<file path="src/rtl/fir_ctrl.sv">
// FIR tap sequencer: accepts one sample, walks all taps through the MAC, holds the result.
// Build macro FIR_CTRL_PIPE_EN inserts a WAIT state to drain a registered multiplier.
package fir_filter_pkg;
  localparam int NTAPS     = 8;
  localparam int FADDRBITS = 3;
endpackage

// state | meaning
// IDLE  | ready for a sample; bank shifts on the accepting edge
// RUN   | one tap per cycle through the MAC, faddr 0..NTAPS-1
// WAIT  | multiplier drain cycle (FIR_CTRL_PIPE_EN only)
// OUT   | accumulator result valid, held until out_ready_in
module fir_ctrl
  import fir_filter_pkg::*;
(
  input logic        clk,
  input logic        rst,
  fir_ctrl_if.master bus
);

  typedef enum logic [1:0] {
    IDLE,
    RUN,
`ifdef FIR_CTRL_PIPE_EN
    WAIT,
`endif
    OUT
  } state_t;

  localparam logic [FADDRBITS-1:0] LAST_TAP = FADDRBITS'(NTAPS - 1);

  state_t               state;
  logic [FADDRBITS-1:0] faddr;
  logic                 mac_en;
  logic                 mac_first;
  logic                 out_valid;
  logic                 accept;

  assign accept = (state == IDLE) && bus.in_valid_in && !bus.clr_in && !rst;

  always_ff @(posedge clk) begin
    if (rst || bus.clr_in) begin
      state     <= IDLE;
      faddr     <= '0;
      mac_en    <= 1'b0;
      mac_first <= 1'b0;
      out_valid <= 1'b0;
    end else begin
      case (state)
        IDLE: begin
          if (accept) begin
            state     <= RUN;
            faddr     <= '0;
            mac_en    <= 1'b1;
            mac_first <= 1'b1;
          end
        end
        RUN: begin
          mac_first <= 1'b0;
          if (faddr == LAST_TAP) begin
            faddr  <= '0;
            mac_en <= 1'b0;
`ifdef FIR_CTRL_PIPE_EN
            state     <= WAIT;
`else
            state     <= OUT;
            out_valid <= 1'b1;
`endif
          end else begin
            faddr <= faddr + 1'b1;
          end
        end
`ifdef FIR_CTRL_PIPE_EN
        WAIT: begin
          state     <= OUT;
          out_valid <= 1'b1;
        end
`endif
        OUT: begin
          if (bus.out_ready_in) begin
            state     <= IDLE;
            out_valid <= 1'b0;
          end
        end
        default: begin
          state     <= IDLE;
          faddr     <= '0;
          mac_en    <= 1'b0;
          mac_first <= 1'b0;
          out_valid <= 1'b0;
        end
      endcase
    end
  end

  // Clear and reset act within the same cycle, so these gates sit after the registers.
  assign bus.in_ready_out  = (state == IDLE) && !bus.clr_in && !rst;
  assign bus.dwe_out       = accept;
  assign bus.clr_out       = bus.clr_in || rst;
  assign bus.faddr_out     = faddr;
  assign bus.mac_en_out    = mac_en && !bus.clr_in && !rst;
  assign bus.mac_first_out = mac_first && !bus.clr_in && !rst;
  assign bus.out_valid_out = out_valid && !rst;

endmodule

</file>
<file path="src/rtl/fir_ctrl_if.sv">
// Handshake and datapath-control bundle between the FIR sequencer and its delay bank / MAC.
// master = sequencer side, slave = datapath / host side.
interface fir_ctrl_if #(parameter int AW = 3);
  logic          clr_in;
  logic          in_valid_in;
  logic          in_ready_out;
  logic          dwe_out;
  logic          clr_out;
  logic [AW-1:0] faddr_out;
  logic          mac_en_out;
  logic          mac_first_out;
  logic          out_valid_out;
  logic          out_ready_in;

  modport master (
    input  clr_in, in_valid_in, out_ready_in,
    output in_ready_out, dwe_out, clr_out, faddr_out,
           mac_en_out, mac_first_out, out_valid_out
  );

  modport slave (
    output clr_in, in_valid_in, out_ready_in,
    input  in_ready_out, dwe_out, clr_out, faddr_out,
           mac_en_out, mac_first_out, out_valid_out
  );
endinterface

</file>
<file path="src/flat_wrapper.sv">
// flat-port wrapper written by rule: the top's interface ports become plain ports
module fir_ctrl_flat import fir_filter_pkg::*;
  (clk, rst, bus_clr_in, bus_in_valid_in, bus_out_ready_in, bus_in_ready_out, bus_dwe_out, bus_clr_out, bus_faddr_out, bus_mac_en_out, bus_mac_first_out, bus_out_valid_out);
  fir_ctrl_if #(.AW(FADDRBITS)) bus_i ();
  input logic clk;
  input logic rst;
  input wire logic [$bits(bus_i.clr_in)-1:0] bus_clr_in;
  input wire logic [$bits(bus_i.in_valid_in)-1:0] bus_in_valid_in;
  input wire logic [$bits(bus_i.out_ready_in)-1:0] bus_out_ready_in;
  output wire logic [$bits(bus_i.in_ready_out)-1:0] bus_in_ready_out;
  output wire logic [$bits(bus_i.dwe_out)-1:0] bus_dwe_out;
  output wire logic [$bits(bus_i.clr_out)-1:0] bus_clr_out;
  output wire logic [$bits(bus_i.faddr_out)-1:0] bus_faddr_out;
  output wire logic [$bits(bus_i.mac_en_out)-1:0] bus_mac_en_out;
  output wire logic [$bits(bus_i.mac_first_out)-1:0] bus_mac_first_out;
  output wire logic [$bits(bus_i.out_valid_out)-1:0] bus_out_valid_out;
  assign bus_i.clr_in = bus_clr_in;
  assign bus_i.in_valid_in = bus_in_valid_in;
  assign bus_i.out_ready_in = bus_out_ready_in;
  assign bus_in_ready_out = bus_i.in_ready_out;
  assign bus_dwe_out = bus_i.dwe_out;
  assign bus_clr_out = bus_i.clr_out;
  assign bus_faddr_out = bus_i.faddr_out;
  assign bus_mac_en_out = bus_i.mac_en_out;
  assign bus_mac_first_out = bus_i.mac_first_out;
  assign bus_out_valid_out = bus_i.out_valid_out;
  fir_ctrl u_core (.clk(clk), .rst(rst), .bus(bus_i));
endmodule
</file>
<file path="config.mk">
export PLATFORM = sky130hd
export DESIGN_NAME = fir_ctrl_flat
export DESIGN_NICKNAME = d
export VERILOG_FILES = /design/src/rtl/fir_ctrl.sv /design/src/rtl/fir_ctrl_if.sv /design/src/flat_wrapper.sv
export SDC_FILE = /design/constraint.sdc
export NUM_CORES = 1
export LEC_CHECK = 0
export BUFFER_PORTS_ARGS = -buffer_cell sky130_fd_sc_hd__buf_4
export CAP_MARGIN = 0
export CORE_AREA = 2 2 39 41
export DETAILED_ROUTE_END_ITERATION = 8
export DIE_AREA = 0 0 41 43
export SLEW_MARGIN = 20
export SYNTH_ARGS = -nofsm -noshare
export SYNTH_HDL_FRONTEND = slang
export SYNTH_SLANG_ARGS = --single-unit
</file>
<file path="constraint.sdc">
create_clock -name clk -period 3.9 [get_ports clk]
set_clock_uncertainty 0.15 [all_clocks]
set_input_delay 1.17 -clock clk [delete_from_list [all_inputs] [get_ports clk]]
set_output_delay 1.17 -clock clk [all_outputs]
set_load 0.01 [all_outputs]
</file>
==> results.tsv, run 1 <==
metric	value	unit
max-cap viol count	0	
RePlAce Congestion	0.678	
Top FF cell, synth	dfxtp_1	
fmax	308	MHz
part of the Yosys area used for sequential elements	41.0	%
Setup crit end kind	output port	
Crit Path Category	in -> out	
Synth cell types	24	
Clock Latency Late Sink	0.26	ns
Synth Net Count	49	
vias in the first global route	276	
Filler cells	152	
Vert. Die Dim	43	um
CP max stage delay	0.20	ns
Detail Placement HPWL	562	um
asr flop ratio synth	0	%
H-tree depth	1	
CP max stage cell	nor2_4	
Layout Cells excl Fill	73	
worst rel slew slack	75.5	%
CP Cell Sequence	buf_4 -> nor2_4 -> inv_4 -> nor3b_2 -> buf_4	
clk sink count	8	
post-placement setup slack	0.617	ns
GRT Overall Usage	10.1	%
starting density of the core	28.2	%
die width	41	um
Final ANT Viol Nets	0	
IO Count	14	
setup bufs post-CTS	0	
Synth Warn #	0	
drt pass-1 iters	2	
CTS tree	built	
CP delay by family, top	simple AND/OR/NAND/NOR gates	
Final Max Tran Viols	0	
crit-path most repeated cell	buf_4	
die area	1760	um^2
critical path data arrival time	1.93	ns
# diodes	0	
LEAKAGE	0.000233	uW
clk buf depth	2	
NumNets Final	66	
Hold Path Class	reg -> reg	
Min Clock Period, post-route	3.25	ns
# hold bufs at CTS	0	
measured slew at the worst slew-check pin	0.367	ns
crit-path max FO	10	
per-cell routed wire length	10.6	um
vias	348	
Site Rows	14	
Clock transition at path regs	0.05	ns
run status	completed	
sum of negative setup slack	0	ns
flops & latches, synth	8	
PwrDens	321	nW/um^2
post-CTS resize count	0	
startpoint type of the worst setup path	input pin	
Via density	4.77	
Mapped Cells	42	
Worst Path Required	2.58	ns
CTS Buf Count	3	
Mean Syn Cell Area	9.29	um^2
drt initial violations	5	
antenna violations before repair	0	
number of synthesized flops with an enable pin	0	
drc violations	0	
RSZ-0062 raised after global routing	false	
fraction of layout cells with a size suffix above 1	38.6	%
Final setup viols	0	
Core Footprint	1380	um^2
Max VDD drop	0.136	mV
pin count of the biggest net entering global routing	11	
Buf/Inv on CP	3	
Layout area overhead	34.6	%
root cell of the clock tree	clkbuf_4	
final wirelength	774	um
Synth top area share	41.0	%
first-pass GRT wire length	1.13	mm
setup ws final	0.649	ns
main area contributors after synthesis	dfxtp_1 (41%), ha_1 (6.4%), a31o_1 (4.5%)	
placed insts	70	
# port buffers	13	
total congestion overflow	0	
cell taking the most area after synthesis	dfxtp_1	
final hold viol count	0	
period utilization	83.4	%
synthesized area	390	um^2
[cell usage after synthesis (2+ instances only)]
library cell / n
a21oi_1: 2
a31o_1: 2
and2_2: 2
dfxtp_1: 8
ha_1: 2
inv_1: 2
nor2_1: 4
nor3_1: 3
nor4_1: 2
[power by group]
group          leakage (uW)  switching [uW]  internal [uW]
Combinational      0.000155            9.00           8.98
Sequential        0.0000650            1.97           83.6
Clock             0.0000138            29.7           35.3
[registers in the layout, indices dropped and copies added (netlist names)]
register / flops
u_core.bus.faddr_out: 3
u_core.state: 2
u_core.mac_en: 1
u_core.mac_first: 1
u_core.out_valid: 1
[per-stage QoR]
stage	total power, uW	area, um^2	util [%]	hold slack, ns
finish	169	526	38.0	0.339
global route	176	526	38.0	0.372
CTS	170	526	38.0	0.338
detailed placement	106	503	36.3	0.326
global placement	105	503	36.3	0.334
floorplan	96.8	390	-	0.305
[worst min-delay path: stages (launching register included)]
cell and delay, ns:
dfxtp_1 0.32, nand3_1 0.07, o31ai_1 0.06
[routing by layer]
layer | track usage [%] | vias to the layer above | wire length (um)
li1 | - | 183 | -
met4 | 10.0 | 0 | 31
met5 | 0 | - | 0
met1 | 12.9 | 148 | 359
met3 | 3.14 | 5 | 57
met2 | 12.2 | 12 | 326
[area by class of cell]
| type | count | area [um^2] | share of cell area, % |
|---|---|---|---|
| inverters | 3 | 13.8 | 2.62 |
| well taps | 16 | 20.0 | 3.81 |
| flip-flops and latches | 8 | 160 | 30.5 |
| clock buffers | 3 | 22.5 | 4.29 |
| multi-input cells | 30 | 211 | 40.2 |
| repair buffers | 13 | 97.6 | 18.6 |
[cell usage in the layout, fill, tap and decap left out]
cell type / count
buf_4: 13
dfxtp_1: 8
nor2_1: 4
nor3_1: 3
clkbuf_4: 3
and2_2: 2
nor4_1: 2
a31o_1: 2
inv_1: 2
a21oi_1: 2
ha_1: 2
nor2_4: 1
inv_4: 1
nor2b_1: 1
nor3b_2: 1
and2b_2: 1
nand2b_1: 1
mux2i_1: 1
nand3_1: 1
o31ai_1: 1
nand2_1: 1
nand3b_1: 1
a32o_1: 1
o21ai_0: 1
a21o_1: 1
[path summary, 6_finish.rpt]
path                            slack (ns)  cells after the start                                    to                                 start
worst max-delay path                  0.65                      5                           bus_dwe_out                                   rst
worst min-delay path                  0.34                      2         u_core.out_valid$_SDFFE_PP0P_         u_core.out_valid$_SDFFE_PP0P_
worst max register to register        2.49                      4  u_core.bus.faddr_out[1]$_SDFFE_PP0P_  u_core.bus.faddr_out[0]$_SDFFE_PP0P_
worst min register to register        0.34                      2         u_core.out_valid$_SDFFE_PP0P_         u_core.out_valid$_SDFFE_PP0P_
[cells by family (layout without fill, tap and decap cells)]
logic type | Yosys count | in the layout | share of synthesized area [%]
buffers and inverters | 4 | 19 | 4.81
AND/OR/NAND/NOR | 19 | 19 | 30.4
multiplexers | 1 | 1 | 2.56
adder cells (fa/ha/maj) | 2 | 2 | 6.41
flip-flops | 8 | 8 | 41.0
AO/OA/AOI/OAI | 8 | 8 | 14.7
(Power assumes the default switching activity.)
==> run 2, diff against run 1 <==
Clock period 3.9 ns to 2.9 ns, I/O delays scaled along.
==> results.tsv, run 2 (synthesis results as in run 1) <==
metric	value	unit
internal power	173	uW
switching power	52.9	uW
root cell of the clock tree	clkbuf_4	
met1 Use GR	13.6	%
Layout Cells excl Fill	74	
GRT Overall Usage	11.2	%
vias	366	
clk buf depth	2	
setup ws final	0.308	ns
max FFs per register	3	
RePlAce Congestion	0.818	
Hold Path Class	reg -> reg	
# port buffers	13	
Final setup viols	0	
most common cell after layout, fill and taps aside	buf_4	
starting density of the core	28.2	%
max-cap viol count	0	
NumNets Final	67	
antenna violations before repair	0	
CTS Buf Count	3	
Site Rows	14	
GR Layer Usage met2	14.1	%
# hold bufs at CTS	0	
Final Max Tran Viols	0	
critical path data arrival time	1.57	ns
register area	160	um^2
Clock transition at path regs	0.05	ns
dpl cell area	510	um^2
worst rel slew slack	76.0	%
post-placement setup slack	0.293	ns
Setup crit end kind	output port	
# diodes	0	
commonest cells after routing, fill and taps aside	buf_4 (14), dfxtp_1 (8), nor2_1 (4), nor3_1 (3), clkbuf_4 (3)	
PwrDens	423	nW/um^2
IO Count	14	
Vert. Die Dim	43	um
Worst Path Required	1.88	ns
M3 GR Usage	4.71	%
post-CTS resize count	0	
setup bufs post-CTS	0	
per-cell routed wire length	11.2	um
vias in the first global route	305	
area of the multi-input gates	211	um^2
crit-path max FO	10	
fmax	386	MHz
Min Clock Period, post-route	2.59	ns
Logic pwr share	11.3	%
measured slew at the worst slew-check pin	0.360	ns
Final ANT Viol Nets	0	
Clk pwr share	37.7	%
Detail Placement HPWL	627	um
placed insts	71	
Layout area overhead	36.5	%
die area	1760	um^2
Clock Latency Late Sink	0.25	ns
period utilization	89.4	%
final hold viol count	0	
run status	completed	
Filler cells	141	
Via density	4.95	
most used routing layer	met2	
H-tree depth	1	
total congestion overflow	0	
drt pass-1 iters	4	
die width	41	um
clk sink count	8	
critical path launch point	rst	
Reg-to-Reg Start	u_core.bus.faddr_out[0]$_SDFFE_PP0P_	
final wirelength	828	um
first-pass GRT wire length	1.27	mm
drc violations	0	
Min-Delay Startpoint	u_core.out_valid$_SDFFE_PP0P_	
RSZ-0062 raised after global routing	false	
pin count of the biggest net entering global routing	11	
CTS tree	built	
Crit Path Category	in -> out	
LEAKAGE	0.000238	uW
Core Footprint	1380	um^2
Max VDD drop	0.156	mV
total power	226	uW
fraction of layout cells with a size suffix above 1	39.7	%
sum of negative setup slack	0	ns
startpoint type of the worst setup path	input pin	
post-route cell area	533	um^2
share of power burned in registers	51.1	%
drt initial violations	9	
Switching Fraction	23.4	%
==> run 2: cell count changes in the layout (fill, tap and decap cells not counted), sizes merged <==
cell	change
buf	+1
==> run 2: worst paths after layout <==
path,depth (start not counted),slack (ns),endpoint
hold reg to reg,2,0.34,u_core.out_valid$_SDFFE_PP0P_
setup reg to reg,4,1.45,u_core.bus.faddr_out[1]$_SDFFE_PP0P_
hold / removal,2,0.34,u_core.out_valid$_SDFFE_PP0P_
setup / recovery,5,0.31,bus_dwe_out
==> run 2: power groups by stage <==
stage          Combinational, uW  Clock (uW)  Sequential (uW)
3_5_place_dp                25.6           0              117
6_report                    25.4        85.0              115
2_1_floorplan               14.6           0              116
3_3_place_gp                25.6           0              118
5_1_grt                     27.6        95.1              115
4_1_cts                     25.7        89.0              115
==> run 2: area by class of cell <==
| class | count | area share, % |
|---|---|---|
| Clock buffer | 3 | 4.23 |
| Inverter | 3 | 2.58 |
| Multi-Input combinational cell | 30 | 39.7 |
| Sequential cell | 8 | 30.0 |
| Tap cell | 16 | 3.76 |
| Timing Repair Buffer | 14 | 19.7 |
==> run 2: layer usage <==
layer	vias up	routed length (um)
li1	183	-
met1	170	378
met2	11	378
met3	2	61
met4	0	9
met5	-	0
==> run 2: through the flow <==
| step | hold WS, ns | util [%] |
|---|---|---|
| after floorplan | 0.305 | - |
| after global placement | 0.330 | 36.9 |
| after detailed placement | 0.334 | 36.9 |
| after CTS | 0.345 | 38.5 |
| after global routing | 0.358 | 38.5 |
| final | 0.339 | 38.5 |
==> run 2: worst max-delay path: stages <==
cell     delay [ns]
buf_4          0.12
nor2_4         0.15
inv_4          0.08
nor3b_2        0.19
buf_4          0.15
==> run 3, diff against run 2 <==
Settings changed: SETUP_SLACK_MARGIN from default to 0.4.
==> results.tsv, run 3 (synthesis results as in run 1) <==
metric	value	unit
CTS tree	built	
commonest cells after routing, fill and taps aside	buf_4 (16), dfxtp_1 (8), nor2_1 (4), clkbuf_4 (3)	
max FFs per register	3	
measured slew at the worst slew-check pin	0.412	ns
RSZ-0062 raised after global routing	true	
GRT Overall Usage	11.3	%
critical path launch point	rst	
Clock Latency Late Sink	0.25	ns
Min Clock Period, post-route	2.52	ns
Crit Path Category	in -> out	
# port buffers	13	
root cell of the clock tree	clkbuf_4	
NumNets Final	71	
Via density	4.78	
r2r endpoint	u_core.bus.faddr_out[1]$_SDFFE_PP0P_	
die area	1760	um^2
worst rel slew slack	72.5	%
IO Count	14	
drt pass-1 iters	2	
crit-path most repeated cell	buf_4	
Setup crit end kind	output port	
Final setup viols	0	
final wirelength	867	um
critical path data arrival time	1.50	ns
setup ws final	0.378	ns
crit-path max FO	3	
Critical Path Sink	bus_mac_en_out	
Worst Path Required	1.88	ns
Site Rows	14	
post-placement setup slack	0.293	ns
most common cell after layout, fill and taps aside	buf_4	
Clock transition at path regs	0.05	ns
run status	completed	
PwrDens	396	nW/um^2
Worst Hold Depth	2	
pin count of the biggest net entering global routing	11	
CP max stage cell	and2_2	
startpoint type of the worst setup path	input pin	
per-cell routed wire length	11.1	um
drt initial violations	5	
total congestion overflow	0	
first-pass GRT wire length	1.28	mm
vias in the first global route	316	
fmax	397	MHz
R2R Setup Slk	1.46	ns
Core Footprint	1380	um^2
fraction of layout cells with a size suffix above 1	46.8	%
Filler cells	134	
H-tree depth	1	
register area	160	um^2
# hold bufs at CTS	0	
period utilization	87.0	%
max-cap viol count	0	
clk sink count	8	
vias	373	
# diodes	0	
CP max stage delay	0.15	ns
sum of negative setup slack	0	ns
Detail Placement HPWL	627	um
Final ANT Viol Nets	0	
Min-Delay Startpoint	u_core.mac_first$_SDFFE_PP0P_	
starting density of the core	28.2	%
antenna violations before repair	0	
drc violations	0	
CTS Buf Count	3	
clk buf depth	2	
die width	41	um
LEAKAGE	0.000266	uW
Reg-to-Reg Start	u_core.bus.faddr_out[0]$_SDFFE_PP0P_	
worst r2r path cells	4	
Layout area overhead	49.7	%
Vert. Die Dim	43	um
CP Cell Sequence	buf_6 -> nor2_4 -> buf_4 -> and2_2 -> buf_4	
area of the multi-input gates	225	um^2
RePlAce Congestion	0.818	
Final Max Tran Viols	0	
final hold viol count	0	
Max VDD drop	0.155	mV
Hold Path Class	reg -> reg	
## run 3: cell count changes in the layout (fill, tap and decap cells not counted)
cell,before,now
nor2b_1,1,0
buf_6,0,2
nor3b_2,1,0
nor2b_2,0,1
buf_4,14,16
nor3_2,0,1
nor3b_4,0,1
nor3_1,3,2
## run 3: worst min-delay path by stage
stage	end	slack, ns
floorplan	u_core.out_valid$_SDFFE_PP0P_	0.31
global placement	u_core.mac_first$_SDFFE_PP0P_	0.33
detailed placement	u_core.mac_first$_SDFFE_PP0P_	0.33
CTS	u_core.mac_first$_SDFFE_PP0P_	0.34
global route	u_core.mac_first$_SDFFE_PP0P_	0.36
finish	u_core.mac_first$_SDFFE_PP0P_	0.34
## run 3: worst max-delay path, delay by kind of cell
family	cells	cell delay [ns]
buffers and inverters	3	0.35
AND/OR/NAND/NOR	2	0.29
## run 3: final cells by class
cell class / instances / area share, %
well taps: 16 / 3.43
multi-input cells: 30 / 38.5
repair buffers: 18 / 24.4
flip-flops and latches: 8 / 27.4
clock buffers: 3 / 3.85
inverters: 3 / 2.36
## run 3: power breakdown
part	switching (uW)	total, uW	internal, uW
logic	13.6	31.5	17.9
clock network	37.1	84.4	47.3
registers	3.05	116	113
total	53.8	231	178
## run 3: metal layers
| metal | vias up | part of all wire [%] | global-route usage, % |
|---|---|---|---|
| met3 | 2 | 6.6 | 4.71 |
| met1 | 172 | 47 | 13.6 |
| met5 | - | 0 | 0 |
| met4 | 0 | 1.0 | 10.0 |
| met2 | 9 | 46 | 14.4 |
| li1 | 190 | - | - |
## run 3: repair_timing
item | in CTS | in global routing
buffers inserted | 4 | 0
pin swaps | 2 | 2
endpoints found under the setup margin | 3 | 4
gates resized for setup | 4 | 1
## run 3: through the flow
step	utilization (%)	instances	instance area, um^2	hold slack (ns)	total power (uW)
floorplan	-	42	390	0.305	130
global placement	36.9	71	510	0.330	143
detailed placement	36.9	71	510	0.334	143
CTS	41.9	78	579	0.343	236
global route	42.2	78	584	0.356	245
finish	42.2	78	584	0.342	231
